<file path="src/rtl/synch_cdc.sv">
// Multi-flop synchroniser that carries a (normally Gray-coded) bus into the clk domain.
// Optional multi-bit transition check is enabled by defining SYNCH_GRAY_CHECK_EN.
module synch_cdc #(
    parameter int                    data_width  = 8,
    parameter int                    STAGES      = 2,
    parameter logic [data_width-1:0] RESET_VALUE = '0
) (
    input  logic                  clk,
    input  logic                  rst,
    input  logic [data_width-1:0] data,
    output logic [data_width-1:0] data_out,
    output logic                  changed,
    output logic                  gray_err
);

    localparam int LAST = STAGES - 1;
    localparam int PREV = (STAGES >= 2) ? STAGES - 2 : 0;

    generate
        if (STAGES < 2) begin : g_stages_illegal
            $error("synch_cdc: STAGES must be at least 2");
        end
    endgenerate

    logic [data_width-1:0] stage_q [STAGES];
    logic [data_width-1:0] stage_d [STAGES];
    logic                  changed_q;
    logic                  changed_d;

    // stage[0] is the only flop that sees the asynchronous input.
    always_comb begin
        stage_d[0] = data;
        for (int i = 1; i < STAGES; i++) begin
            stage_d[i] = stage_q[i-1];
        end
    end

    genvar gi;
    generate
        for (gi = 0; gi < STAGES; gi++) begin : g_stage
            always_ff @(posedge clk or negedge rst) begin
                if (!rst) begin
                    stage_q[gi] <= RESET_VALUE;
                end else begin
                    stage_q[gi] <= stage_d[gi];
                end
            end
        end
    endgenerate

    always_comb begin
        changed_d = (stage_q[PREV] != stage_q[LAST]);
    end

    always_ff @(posedge clk or negedge rst) begin
        if (!rst) begin
            changed_q <= 1'b0;
        end else begin
            changed_q <= changed_d;
        end
    end

    assign data_out = stage_q[LAST];
    assign changed  = changed_q;

`ifdef SYNCH_GRAY_CHECK_EN
    localparam int POP_W = $clog2(data_width + 1);

    logic [data_width-1:0] diff;
    logic [POP_W-1:0]      pop;
    logic                  gray_err_q;
    logic                  gray_err_d;

    // Flags any update of data_out that flips more than one bit.
    always_comb begin
        diff = stage_q[PREV] ^ stage_q[LAST];
        pop  = '0;
        for (int i = 0; i < data_width; i++) begin
            pop = pop + POP_W'(diff[i]);
        end
        gray_err_d = (pop > POP_W'(1));
    end

    always_ff @(posedge clk or negedge rst) begin
        if (!rst) begin
            gray_err_q <= 1'b0;
        end else begin
            gray_err_q <= gray_err_d;
        end
    end

    assign gray_err = gray_err_q;
`else
    assign gray_err = 1'b0;
`endif

endmodule

</file>
<file path="config.mk">
export PLATFORM = sky130hd
export DESIGN_NAME = synch_cdc
export DESIGN_NICKNAME = d
export VERILOG_FILES = /design/src/rtl/synch_cdc.sv
export SDC_FILE = /design/constraint.sdc
export NUM_CORES = 1
export LEC_CHECK = 0
export ABC_AREA = 1
export CORE_AREA = 2 2 39 41
export CTS_BUF_LIST = sky130_fd_sc_hd__clkbuf_2
export DETAILED_ROUTE_END_ITERATION = 7
export DIE_AREA = 0 0 41 43
export HOLD_SLACK_MARGIN = 0.02
export PLACE_DENSITY_LB_ADDON = 0.15
export SYNTH_ARGS = -nofsm -noshare
export SYNTH_HDL_FRONTEND = slang
export SYNTH_SLANG_ARGS = --single-unit
</file>
<file path="constraint.sdc">
create_clock -name clk -period 1 [get_ports clk]
set_input_delay 0.2 -clock clk [delete_from_list [all_inputs] [get_ports clk]]
set_output_delay 0.2 -clock clk [all_outputs]
set_load 0.01 [all_outputs]
</file>
-- After elaboration in Yosys (flattened, before gate mapping)
Index checks and enable logic that the tools add are counted.
- bits in registers: 17
- output and inout bits: 10
- eq/ne operators: 1
- operators by type and width (operator ; number):
    8-bit inequality test ; 1

-- Depth between registers and ports, before layout
Gate-level depths: netlist of the first run.
- word-level depth: 1
- depth in mapped cells: 6

-- Worst setup path before layout of the first run
OpenSTA, ideal clock, no wires.
- kind: reg2reg
- from: register stage_q (netlist bit data_out[4])
- to: register changed_q, in the netlist changed
- library setup time: 0.119 ns
- arrival time: 0.741 ns
- required time: 0.881 ns
- slack: 0.140 ns
- cell stages (with the launch flop): 5
- clock period less this slack: 0.860 ns
- cells stage by stage: dfrtp_1 > xnor2_1 > nand2_1 > nor2_1 > nand2_1
- word-level cells in the longest chain between the ends: 1
- ends and longest elaborated chain (element ; RTL line ; RTL):
    start, declared ; 25 ; logic [data_width-1:0] stage_q [STAGES];
    start signal, assigned by index ; 45 ; stage_q[gi] <= stage_d[gi];
    8-bit inequality test ; 52 ; changed_d = (stage_q[PREV] != stage_q[LAST]);
    via changed_d ; 28 ; logic changed_d;
    end signal, assigned ; 59 ; changed_q <= changed_d;
    end, declared ; 27 ; logic changed_q;
The timed path passes the listed nets, and every way through them passes these cells.

-- Worst setup path in the final report of the first run
- from: register stage_q (netlist bit data_out[3])
- to: output port data_out[3]
- RTL lines (element ; RTL line ; RTL):
    end, declared ; 11 ; output logic [data_width-1:0] data_out,
No word-level cell between the ends.

==> results_dict.tcl, run 1 <==
set metrics [dict create \
    synth.ff_latch_count 17 \
    power.share.switching_pct 23.82 \
    tns_ns -0.4000 \
    p_clk_share_pct 24.8 \
    num_vias 381 \
    synthToLayoutAreaGrowth_pct 48.44 \
    totalWireLength_um 799 \
    finalNetCount 88 \
    r2r_cells 6 \
    antenna_found_initial 0 \
    path_cells "buf_2" \
    reg2reg_slack_ns -0.06 \
    rows 14 \
    dr.first_iter.drc_count 2 \
    cts_tree "yes" \
    drc 0 \
    path_delay_family "flip-flops" \
    r2r_start "data_out[4]" \
    comb_power_share_pct 13.2 \
    cts_hold_buf 0 \
    multi_input_area_um2 115.1 \
    dieArea_um2 1763 \
    syn_inst 46 \
    fin_hold_ws_ns 0.1993 \
    fin_crit_sh_pct 106.5 \
    ys_seq_area_share_pct 75.56 \
    antenna_left 0 \
    drv_cap 0 \
    ys_warn_count 0 \
    grt_max_degree 18 \
    fin_ws_ns -0.06513 \
    track_usage_pct 13.19 \
    crit_path_end_kind "primary output" \
    timing.rr.end "changed" \
    cts_sinks 17 \
    cpPeakStageDelay_ns 0.42 \
    n_antenna_cell 0 \
    syn-num-nets 56 \
    cts_buffers 3 \
    status "finished with violations" \
    rsz0062_at_grt "true" \
    drive_above_1_share_pct 31.17 \
    fmax_mhz 938.9 \
    via_per_inst 4.097 \
    stdcell_area_um2 835.8 \
    skew_ns 0.01197 \
    min_period_ns 1.065 \
    clockRootBuffer "clkbuf_2" \
    cts-htree-levels 1 \
    die-height_um 43 \
    crit_slowest_cell "dfrtp_1" \
    critPathBufInv 1 \
    power_density_nw_per_um2 1429 \
    gp_congestion 0.6514 \
    ir_drop_v 0.0007336 \
    setup_violations 10 \
    start_util_pct 40.69 \
    internal_power_mw 0.9101 \
    regArea_um2 425.4 \
    slew_viol_final 0 \
    placed_area_um2 835.8 \
    crit_type "reg2out" \
    violations "setup timing" \
    power.share.sequential_pct 62.0 \
    arrival_ns 0.87 \
    startpoint_type "flop" \
    yosysUniqueCellTypes 7 \
    nFillCells 124 \
    finalPower_mw 1.195 \
    worstHoldPathType "in2async" \
    post_drt_wl_per_cell_um 8.591 \
    core_um2 1384 \
    p_leak_nw 0.4249 \
    grt_pass1_vias 363 \
    netlist_area_um2 563.0 \
    grt-ovfl-total 0 \
    port_buffers 18 \
    hold_viol_final 0 \
    mostFrequentLayoutCells "dfrtp_1, nand2_1, clkdlybuf4s50_1" \
    cp.required_ns 0.80 \
    layout_commonest_cell "dfrtp_1" \
    clock_latency_ns 0.30 \
    post-dp-hpwl_um 620.1 \
    power_switching_mw 0.2846 \
    io-pin-count 20 \
    syn_area_per_cell_um2 12.24 \
    first_pass_iters 4 \
    grt_pass1_wl_um 1414 \
    clk_pin_slew_ns 0.16 \
    clk_path_buf_depth 2 \
    path_max_fanout 2 \
    dieWidth_um 41 \
]
## sequential cells by signal (all words and copies together) (netlist names)
| signal | flops |
|---|---|
| data_out | 8 |
| stage_d | 8 |
| changed | 1 |
## through the flow
step | instances | setup slack (ns) | util [%]
6_report | 93 | -0.06513 | 60.40
3_3_place_gp | 88 | -0.07721 | 60.40
5_1_grt | 93 | -0.1390 | 60.40
2_1_floorplan | 46 | 0.1403 | -
3_5_place_dp | 88 | -0.07488 | 60.40
4_1_cts | 94 | -0.08535 | 60.22
## cell families after synthesis
family	share of synthesized area (%)
flops	75.56
buf+inv	5.334
other cells	0.6660
xor+xnor	7.777
simple gates	10.67
## per-layer routing
layer  wire length, µm  track usage [%]  up-vias
li1                  -                -      194
met5                 0                0        -
met4                17            10.00        0
met1               306            13.67      172
met2               419            19.38       13
met3                56            6.283        2
## cell type report
class	instances	share of cell area [%]
tap	16	2.395
inverter	6	2.695
multi-input combinational	22	13.77
sequential	17	50.90
clock buffer	3	1.796
timing repair buffer	28	27.84
clock inverter	1	0.5988
## how the worst max path moves through the flow
stage / startpoint / to / cells after the start
after CTS: data_out[2] / data_out[2] / 1
after floorplan: data_out[4] / changed / 4
after global placement: data_out[2] / data_out[2] / 1
after detailed placement: data_out[2] / data_out[2] / 1
after global routing: data_out[3] / data_out[3] / 1
final: data_out[3] / data_out[3] / 1
## power by group through the flow
stage / Sequential, mW / Clock [mW] / Combinational (mW)
floorplan: 0.762 / 0 / 0.0404
global placement: 0.752 / 0 / 0.166
detailed placement: 0.754 / 0 / 0.168
CTS: 0.740 / 0.316 / 0.161
global route: 0.748 / 0.361 / 0.173
finish: 0.740 / 0.296 / 0.158
## repair_timing
| action | CTS | global route |
|---|---|---|
| setup endpoints to repair | 9 | 10 |
| buffers inserted | 2 | 0 |
| gates cloned | 0 | 0 |
| pin swaps | 0 | 4 |
| resized for setup | 37 | 2 |
## synthesized netlist by cell type
library cell  instances  area [µm²]
buf_4                 1       7.510
conb_1                1       3.750
nor2_1                2       7.510
dfrtp_1              17       425.4
xnor2_1               5       43.79
inv_1                 6       22.52
nand2_1              14       52.55
No activity file was read; power rests on OpenSTA's default activity.
==> inputs of run 2 (changes only) <==
==> constraint.sdc (replaced) <==
create_clock -name clk -period 1 [get_ports clk]
set_input_delay 0.15 -clock clk [delete_from_list [all_inputs] [get_ports clk]]
set_output_delay 0.15 -clock clk [all_outputs]
set_load 0.01 [all_outputs]
==> run 2 against run 1 <==
  * The run now ends clean
  * Utilization down 1.3 points
  * Die area stayed put
  * Worst setup slack gained 0.068 ns
  * Register-to-register slack better by 0.07 ns
  * Total power is 0.78% lower
  * Count of clock-buffer cells in the layout unchanged
  * Sequential power is essentially flat
  * Sequential share of layout area increased by 1.1 points
  * Critical path depth unchanged
  * Worst hold slack worse by 0.047 ns
  * Critical path type unchanged
  * Largest power group unchanged
==> results_dict.tcl, run 2 (same netlist as run 1, synthesis figures left out) <==
set metrics [dict create \
    io-pin-count 20 \
    cts_buffers 3 \
    cts_hold_buf 0 \
    fin_crit_sh_pct 99.76 \
    worstHoldPathType "in2async" \
    stdcell_area_um2 818.3 \
    regArea_um2 425.4 \
    critPathBufInv 1 \
    grt_max_degree 18 \
    antenna_found_initial 0 \
    grt-ovfl-total 0 \
    skew_ns 0.006331 \
    clk_pin_slew_ns 0.16 \
    port_buffers 18 \
    nFillCells 129 \
    path_max_fanout 2 \
    path_cells "buf_2" \
    cts_tree "yes" \
    mostFrequentLayoutCells "dfrtp_1, nand2_1, clkdlybuf4s50_1" \
    placed_area_um2 823.3 \
    post_drt_wl_per_cell_um 8.076 \
    rsz0062_at_grt "true" \
    multi_input_area_um2 115.1 \
    clockRootBuffer "clkbuf_2" \
    drive_above_1_share_pct 31.58 \
    start_util_pct 40.69 \
    post-dp-hpwl_um 590.9 \
    track_usage_pct 11.86 \
    totalWireLength_um 743 \
    slew_viol_final 0 \
    antenna_left 0 \
    clk_path_buf_depth 2 \
    rows 14 \
    core_um2 1384 \
    num_vias 379 \
    gp_congestion 0.6492 \
    finalNetCount 87 \
    via_per_inst 4.120 \
    grt_pass1_vias 357 \
    crit_slowest_cell "dfrtp_1" \
    drc 0 \
    ir_drop_v 0.0008634 \
    fin_hold_ws_ns 0.1524 \
    n_antenna_cell 0 \
    cp.required_ns 0.85 \
    first_pass_iters 2 \
    status "finished, final reports clean" \
    cts_sinks 17 \
    fmax_mhz 1002 \
    setup_violations 0 \
    arrival_ns 0.85 \
    dr.first_iter.drc_count 1 \
    crit_type "reg2out" \
    p_leak_nw 0.4105 \
    dieWidth_um 41 \
    min_period_ns 0.9976 \
    hold_viol_final 0 \
    synthToLayoutAreaGrowth_pct 45.33 \
    grt_pass1_wl_um 1352 \
    drv_cap 0 \
    cpPeakStageDelay_ns 0.42 \
    cts-htree-levels 1 \
    crit_path_end_kind "primary output" \
    dieArea_um2 1763 \
    startpoint_type "flop" \
    die-height_um 43 \
    clock_latency_ns 0.28 \
    path_delay_family "flip-flops" \
    power_density_nw_per_um2 1449 \
    layout_commonest_cell "dfrtp_1" \
]
[run 2: cell count changes in the layout (fill, tap and decap cells not counted)]
cell	previous run	this run
buf_12	1	0
clkinv_2	1	0
clkinvlp_4	0	1
inv_1	6	5
inv_2	0	1
[run 2: timing repair]
item                       4_1_cts  5_1_grt
setup buffers                    1        0
hold endpoints to repair         0        0
setup endpoints to repair        9       10
pin swaps                        3        4
gates resized for setup         38        3
[run 2: layout make-up]
type                            count  share of cell area [%]
Clock inverter                      1                  0.9174
Tap cell                           16                   2.446
Multi-Input combinational cell     22                   14.07
Inverter                            6                   2.752
Clock buffer                        3                   1.835
Sequential cell                    17                   51.99
Timing Repair Buffer               27                   25.99
[run 2: final timing paths]
kind	startpoint	to	slack, ns	depth (start not counted)
max	data_out[2]	data_out[2]	0.002	1
min	rst	data_out[2]	0.15	2
max reg2reg	data_out[2]	changed	0.01	5
min reg2reg	stage_d[7]	data_out[7]	0.42	0
max in group asynchronous	rst	stage_d[1]	0.67	2
min in group clk	data[6]	stage_d[6]	0.28	1
[run 2: power breakdown]
| part | leakage [nW] | switching [mW] | internal, mW | total, mW |
|---|---|---|---|---|
| logic | 0.203 | 0.0566 | 0.0916 | 0.148 |
| registers | 0.195 | 0.0201 | 0.721 | 0.741 |
| clock network | 0.0126 | 0.203 | 0.0935 | 0.297 |
[run 2: stage by stage]
stage	std cells	power [mW]	setup slack [ns]	util, %	TNS (ns)
floorplan	46	0.8026	0.1403	-	0
global placement	88	0.9107	-0.02241	59.49	-0.03784
detailed placement	88	0.9135	-0.02354	59.49	-0.07771
CTS	93	1.208	-0.04817	58.68	-0.07247
global route	92	1.278	-0.08462	59.13	-0.6573
finish	92	1.185	0.002383	59.13	0
[run 2: metal layers]
metal | wire length [µm] | vias up | track usage, % | share of wire, %
met1 | 294 | 177 | 13.77 | 40
met2 | 401 | 11 | 18.13 | 54
met3 | 47 | 0 | 3.141 | 6.3
li1 | - | 191 | - | -
met5 | 0 | - | 0 | 0
met4 | 0 | 0 | 8.000 | 0
